<file path="config.mk">
export PLATFORM = sky130hd
export DESIGN_NAME = sync_tx
export DESIGN_NICKNAME = d
export VERILOG_FILES = /design/src/rtl/sync_tx.sv
export SDC_FILE = /design/constraint.sdc
export NUM_CORES = 1
export LEC_CHECK = 0
export CAP_MARGIN = 20
export CORE_MARGIN = 3
export CORE_UTILIZATION = 39
export CTS_BUF_LIST = sky130_fd_sc_hd__clkbuf_8
export DETAILED_ROUTE_END_ITERATION = 7
export PLACE_DENSITY_LB_ADDON = 0.2
export SLEW_MARGIN = 0
export SYNTH_ARGS = -nofsm -noshare
export SYNTH_HDL_FRONTEND = slang
export SYNTH_SLANG_ARGS = --single-unit
</file>
<file path="constraint.sdc">
create_clock -name CLK -period 3.5 [get_ports CLK]
set_input_delay 0.7 -clock CLK [delete_from_list [all_inputs] [get_ports CLK]]
set_output_delay 0.7 -clock CLK [all_outputs]
set_load 0.05 [all_outputs]
</file>
<file path="src/rtl/sync_tx.sv">
// rtl/sync_tx.sv - K/J line transmitter: SYNC, NRZI payload with bit stuffing, EOP
module sync_tx #(
    parameter int STUFF_RUN = 6
) (
    input  logic       CLK,
    input  logic       RST,
    input  logic       tx_valid,
    input  logic [7:0] tx_data,
    input  logic       tx_last,
    output logic       tx_ready,
    output logic       k,
    output logic       j,
    output logic       tx_en,
    output logic       busy,
    output logic       done,
    output logic       underrun
);
    localparam int OW = $clog2(STUFF_RUN + 1);
    localparam logic [OW-1:0] RUN    = OW'(STUFF_RUN);
    localparam logic [OW-1:0] RUN_M1 = OW'(STUFF_RUN - 1);
    // bit n is 1 where SYNC symbol n is K: K J K J K J K K
    localparam logic [7:0] SYNC_K = 8'b1101_0101;

    typedef enum logic [1:0] {IDLE, SYNC, DATA, EOP} state_t;

    state_t        state, state_n;
    logic [2:0]    cnt, cnt_n;
    logic [7:0]    shreg, shreg_n;
    logic [2:0]    bit_idx, bit_idx_n;
    logic          tail, tail_n;
    logic [OW-1:0] ones, ones_n;
    logic          last_q, last_n;
    logic          k_n, j_n, en_n, done_n, under_n;
    logic          stuff, last_sym;

    always_comb begin
        state_n   = state;
        cnt_n     = cnt;
        shreg_n   = shreg;
        bit_idx_n = bit_idx;
        tail_n    = tail;
        ones_n    = ones;
        last_n    = last_q;
        k_n       = k;
        j_n       = j;
        en_n      = tx_en;
        done_n    = 1'b0;
        under_n   = 1'b0;
        tx_ready  = 1'b0;
        stuff     = 1'b0;
        last_sym  = 1'b0;
        case (state)
            IDLE: begin
                tx_ready = 1'b1;
                k_n      = 1'b0;
                j_n      = 1'b1;
                en_n     = 1'b0;
                if (tx_valid) begin
                    shreg_n = tx_data;
                    last_n  = tx_last;
                    cnt_n   = 3'd0;
                    state_n = SYNC;
                end
            end
            SYNC: begin
                en_n  = 1'b1;
                k_n   = SYNC_K[cnt];
                j_n   = ~SYNC_K[cnt];
                cnt_n = cnt + 3'd1;
                if (cnt == 3'd7) begin
                    ones_n    = '0;
                    bit_idx_n = 3'd0;
                    tail_n    = 1'b0;
                    state_n   = DATA;
                end
            end
            DATA: begin
                en_n  = 1'b1;
                stuff = (ones == RUN);
                if (stuff) begin
                    k_n      = ~k;
                    j_n      = ~j;
                    ones_n   = '0;
                    tail_n   = 1'b0;
                    last_sym = tail;
                end else begin
                    if (shreg[0]) begin
                        ones_n = ones + 1'b1;
                    end else begin
                        k_n    = ~k;
                        j_n    = ~j;
                        ones_n = '0;
                    end
                    shreg_n   = {1'b0, shreg[7:1]};
                    bit_idx_n = bit_idx + 3'd1;
                    // a 1 that completes a run defers the byte end to the stuff bit
                    if (bit_idx == 3'd7) begin
                        if (shreg[0] && ones == RUN_M1) tail_n = 1'b1;
                        else                            last_sym = 1'b1;
                    end
                end
                if (last_sym) begin
                    if (last_q) begin
                        cnt_n   = 3'd0;
                        state_n = EOP;
                    end else begin
                        tx_ready = 1'b1;
                        if (tx_valid) begin
                            shreg_n   = tx_data;
                            last_n    = tx_last;
                            bit_idx_n = 3'd0;
                        end else begin
                            under_n = 1'b1;
                            cnt_n   = 3'd0;
                            state_n = EOP;
                        end
                    end
                end
            end
            EOP: begin
                en_n  = 1'b1;
                cnt_n = cnt + 3'd1;
                case (cnt)
                    3'd0, 3'd1: begin
                        k_n = 1'b0;
                        j_n = 1'b0;
                    end
                    3'd2: begin
                        k_n = 1'b0;
                        j_n = 1'b1;
                    end
                    default: begin
                        k_n     = 1'b0;
                        j_n     = 1'b1;
                        en_n    = 1'b0;
                        done_n  = 1'b1;
                        state_n = IDLE;
                    end
                endcase
            end
            default: state_n = IDLE;
        endcase
    end

    always_ff @(posedge CLK or posedge RST) begin
        if (RST) begin
            state    <= IDLE;
            cnt      <= 3'd0;
            shreg    <= 8'd0;
            bit_idx  <= 3'd0;
            tail     <= 1'b0;
            ones     <= '0;
            last_q   <= 1'b0;
            k        <= 1'b0;
            j        <= 1'b1;
            tx_en    <= 1'b0;
            done     <= 1'b0;
            underrun <= 1'b0;
        end else begin
            state    <= state_n;
            cnt      <= cnt_n;
            shreg    <= shreg_n;
            bit_idx  <= bit_idx_n;
            tail     <= tail_n;
            ones     <= ones_n;
            last_q   <= last_n;
            k        <= k_n;
            j        <= j_n;
            tx_en    <= en_n;
            done     <= done_n;
            underrun <= under_n;
        end
    end

    assign busy = (state != IDLE);
endmodule
</file>
-- After elaboration in Yosys (flattened, before gate mapping)
Memory sizes are Yosys's and may differ from the RTL's.
Index checks and enable logic that the tools add are counted.
W data, S select, Z words.
- register bits: 26
- memory bits (read-only): 8
- bits of input ports: 12
- output and inout bits: 7
- memories kept: 1
- memory list (memory ; words ; bits a word ; read ports ; clocked after memory_dff ; write ports ; RTL line ; source):
    (name not given) ; 8 ; 1 ; 1 ; 0 ; 0 ; 68 ; j_n = ~SYNC_K[cnt];
- add/sub/neg operators: 3
- $lt $le $gt $ge: 1
- equal/unequal tests: 17
- muxes and demuxes: 60
- bitwise logic cells: 3
- reduce and logical (&&, ||, !) cells: 17
- operator list (kind ; count):
    $mux W8 ; 5
    $mux W3 ; 11
    $mux W1 ; 27
    $pmux W8 S2 ; 1
    $eq A3 B3 Y1 const B ; 4
    $mux W2 ; 6
    $ne A3 B3 Y1 const B ; 4
    $pmux W3 S2 ; 2
    $add A3 B1 Y3 const B ; 3
    $pmux W3 S3 ; 1
    $ne A2 B2 Y1 const B ; 4
    $pmux W2 S4 ; 1
    $reduce_or A2 Y1 ; 4
    $pmux W1 S2 ; 3
    $pmux W1 S3 ; 2
    $reduce_and A3 Y1 ; 2
    $reduce_bool A2 Y1 ; 3
    $reduce_and A5 Y1 ; 1
    $eq A2 B2 Y1 const B ; 2
    $lt A3 B4 Y1 const B ; 1
    $pmux W1 S4 ; 1
    $reduce_and A2 Y1 ; 2
    $reduce_and A4 Y1 ; 1
    $eq A3 B1 Y1 const B ; 1
    other kinds (7) ; 9

-- Longest topological paths before layout
- depth after elaboration: 8
- gate-level depth with buffers: 8
- mapped depth without buffers: 7

-- Least setup slack after synthesis
No wires, ideal clock.
- kind: reg-to-output
- start: register bit_idx[0]
- end: output tx_ready
- arrival time: 2.105 ns
- required time: 2.800 ns
- path slack: 0.695 ns
- cell stages (with the launch flop): 6
- cell sequence: dfrtp_1 -> ha_1 -> ha_1 -> nor2b_1 -> a311oi_2 -> o31ai_1
- word-level cells in the longest chain between the ends: 6
- RTL lines (item ; RTL line ; source):
    start: declaration ; 29 ; logic [2:0] bit_idx, bit_idx_n;
    start signal: assignment ; 163 ; bit_idx <= bit_idx_n;
    $eq A3 B3 Y1 ; 97 ; if (bit_idx == 3'd7) begin
    $mux W1 ; 97 ;
    $mux W1 ; 80 ; if (stuff) begin
    $mux W1 ; 52 ; case (state)
    $mux W1 ; 102 ; if (last_sym) begin
    $pmux W1 S2 ; 52 ;
    end: declaration ; 10 ; output logic tx_ready,
Every way passes these cells. The select of a mux whose other input is x is not followed.

-- Final worst setup path
Same ends and word-level chain as after synthesis.

==> qor.txt <==
Fill cells: 346
count of final setup violators: 0
port bufs: 18
CTS sink count: 26
antenna cells: 0
drt total wl: 2980 um
ranking of synthesized cells by area: dfrtp_1 (41%), ha_1 (12%), nor2_1 (6.2%), inv_1 (4.0%), a211oi_1 (3.5%)
RSZ-0062 raised after global routing: false
post-CTS sizing: 0
Netlist cell types: 36
dpl ws: 0.587 ns
hold crit path type: reg2reg
syn_area_per_cell: 9.28 um^2
Post-CTS Repair Setup Buffers: 0
Leak: 0.798 nW
CTS Buffer Depth: 2
I/O pin count: 19
Syn Std Cell Area: 1510 um^2
detailed placement HPWL: 2200 um
Total GRT Usage: 0.147
CTS Buf Count: 3
Hold Buf Count CTS: 0
fin crit share: 0.916
Critical Path RT: 2.80 ns
Placed Area: 1750 um^2
critical path class: reg2out
pin count of the biggest net entering global routing: 27
die width: 68.3 um
Hold WS: 0.510 ns
share of layout cells above drive strength 1: 0.0924
global-route wire length before repair: 5220 um
Vias/cell: 5.20
drt wl/cell: 12.9 um
core box area: 3690 um^2
GP Congestion: 0.823
later-pin clock latency in the skew report: 0.27 ns
Peak VDD IR: 0.000409 V
initial drt markers: 65
Tmin final: 3.21 ns
syn nets: 190
Remaining DRCs: 0
outcome: complete, no violations
Initial DRT Pass Iterations: 4
fin area: 1820 um^2
clock-pin slew of the registers on the worst-case setup and hold paths: 0.09 ns
Slew Viols, Final: 0
Fin Setup TNS: 0 ns
relative slew slack: 0.503
Cell Pwr Density: 870 nW/um^2
Initial Utilization: 0.410
Max Fclk: 312 MHz
TritonCTS clock tree: built
Post-DRT Antenna Nets: 0
Mapped Cells: 163
vias in the first global route: 1158
Die Span Y: 68.3 um
Setup crit start kind: register
final hold vios: 0
CP Capture Type: output pin
H-tree depth: 1
Ys Warns: 0
Area Growth Syn to Fin: 20.1%
# rows: 22
Slew @ Worst Pin: 0.724 ns
post-synthesis sequential area ratio: 0.431
Worst Path Arrival: 2.51 ns
CP Max Fanout: 5
CTS root buf: clkbuf_8
crit path setup slack, layout: 0.293 ns
Seq cells post-synth: 26
Yosys top cell by area: dfrtp_1
Final nets: 212
Max Cap Viol: 0
detailed-route via count: 1206
Die ar.: 4660 um^2
GRT overflow: 0
initial antenna violation count: 0
Setup Skew: 0.00259 ns
top-area cell type share of the netlist area: 0.414
## logic make-up (layout without fill, tap and decap cells)
group,after synthesis,count (layout),share of synthesized area
simple gates,58,58,0.172
compound gates,40,40,0.186
flops,26,26,0.431
buf+inv,19,40,0.0488
fa+ha+maj,15,15,0.124
mux,5,5,0.0380
## report_power, final
part	switching (mW)	internal (mW)	leakage (nW)
Clock	0.0931	0.100	0.0288
Sequential	0.0832	0.418	0.321
Combinational	0.547	0.339	0.449
## cell usage in the layout (no fill, tap or decap), types with 3 or more instances in the layout
master	netlist	final
nor2_1	25	25
dfrtp_1	25	25
clkdlybuf4s50_1	0	18
inv_1	16	16
ha_1	15	15
nand2_1	13	13
nor3_1	8	8
a21oi_1	8	8
o21ai_0	8	8
a211oi_1	7	7
nor2b_1	4	4
clkbuf_8	0	4
o31ai_1	3	3
## path summary, 6_finish.rpt
| path | from | endpoint | slack, ns | cells past startpoint |
|---|---|---|---|---|
| max | bit_idx[0] | tx_ready | 0.29 | 6 |
| min | bit_idx[1] | bit_idx[1] | 0.51 | 1 |
| max reg2reg | bit_idx[0] | state[1] | 1.21 | 7 |
| min reg2reg | bit_idx[1] | bit_idx[1] | 0.51 | 1 |
| max in group asynchronous | RST | ones[0] | 2.30 | 3 |
| min in group asynchronous | RST | state[0] | 0.74 | 2 |
## critical path, cell delays in order, from the launching register on
cell,delay [ns]
dfrtp_1,0.40
ha_1,0.21
ha_1,0.21
nor2b_1,0.14
a311oi_2,0.45
o31ai_1,0.11
clkdlybuf4s50_1,0.72
## state kept, by name, indices dropped and copies added (netlist names)
| register | cells |
|---|---|
| shreg | 8 |
| bit_idx | 3 |
| cnt | 3 |
| ones | 3 |
| state | 2 |
| done | 1 |
| j | 1 |
| k | 1 |
| last_q | 1 |
| tail | 1 |
| tx_en | 1 |
| underrun | 1 |
## metal layers
metal | vias up | track usage | routed length (um)
met5 | - | 0 | 0
met4 | 0 | 0.0447 | 42
met3 | 6 | 0.0181 | 134
met2 | 28 | 0.225 | 1260
met1 | 564 | 0.216 | 1550
li1 | 608 | - | -
## metrics by stage
stage	power [mW]	util	std cells
after floorplan	1.17	-	163
after global placement	1.38	0.474	227
after detailed placement	1.39	0.474	227
after CTS	1.59	0.488	231
after global routing	1.73	0.493	232
final	1.58	0.493	232
## synthesized netlist by cell type
cell type / count
dfrtp_1: 25
nor2_1: 25
inv_1: 16
ha_1: 15
nand2_1: 13
a21oi_1: 8
nor3_1: 8
o21ai_0: 8
a211oi_1: 7
nor2b_1: 4
o31ai_1: 3
a22o_1: 2
a31oi_1: 2
buf_2: 2
mux2_2: 2
mux2i_1: 2
nand3_1: 2
a21bo_2: 1
a21boi_2: 1
a21oi_2: 1
a221o_1: 1
a2bb2oi_1: 1
a311oi_2: 1
a31o_2: 1
a41oi_1: 1
and2_1: 1
and3_1: 1
clkbuf_1: 1
dfstp_2: 1
mux2_4: 1
nand3b_1: 1
nor3_2: 1
nor4_1: 1
o22ai_1: 1
o32ai_1: 1
or2_2: 1
## cell type report
class / count / area (um^2) / share of cell area
multi-input combinational: 118 / 787 / 0.433
sequential: 26 / 652 / 0.359
timing repair buffer: 20 / 203 / 0.112
inverter: 16 / 60.1 / 0.0331
tap: 48 / 60.1 / 0.0331
clock buffer: 4 / 55.1 / 0.0303
Note: power is estimated with default switching activity, not from simulation.
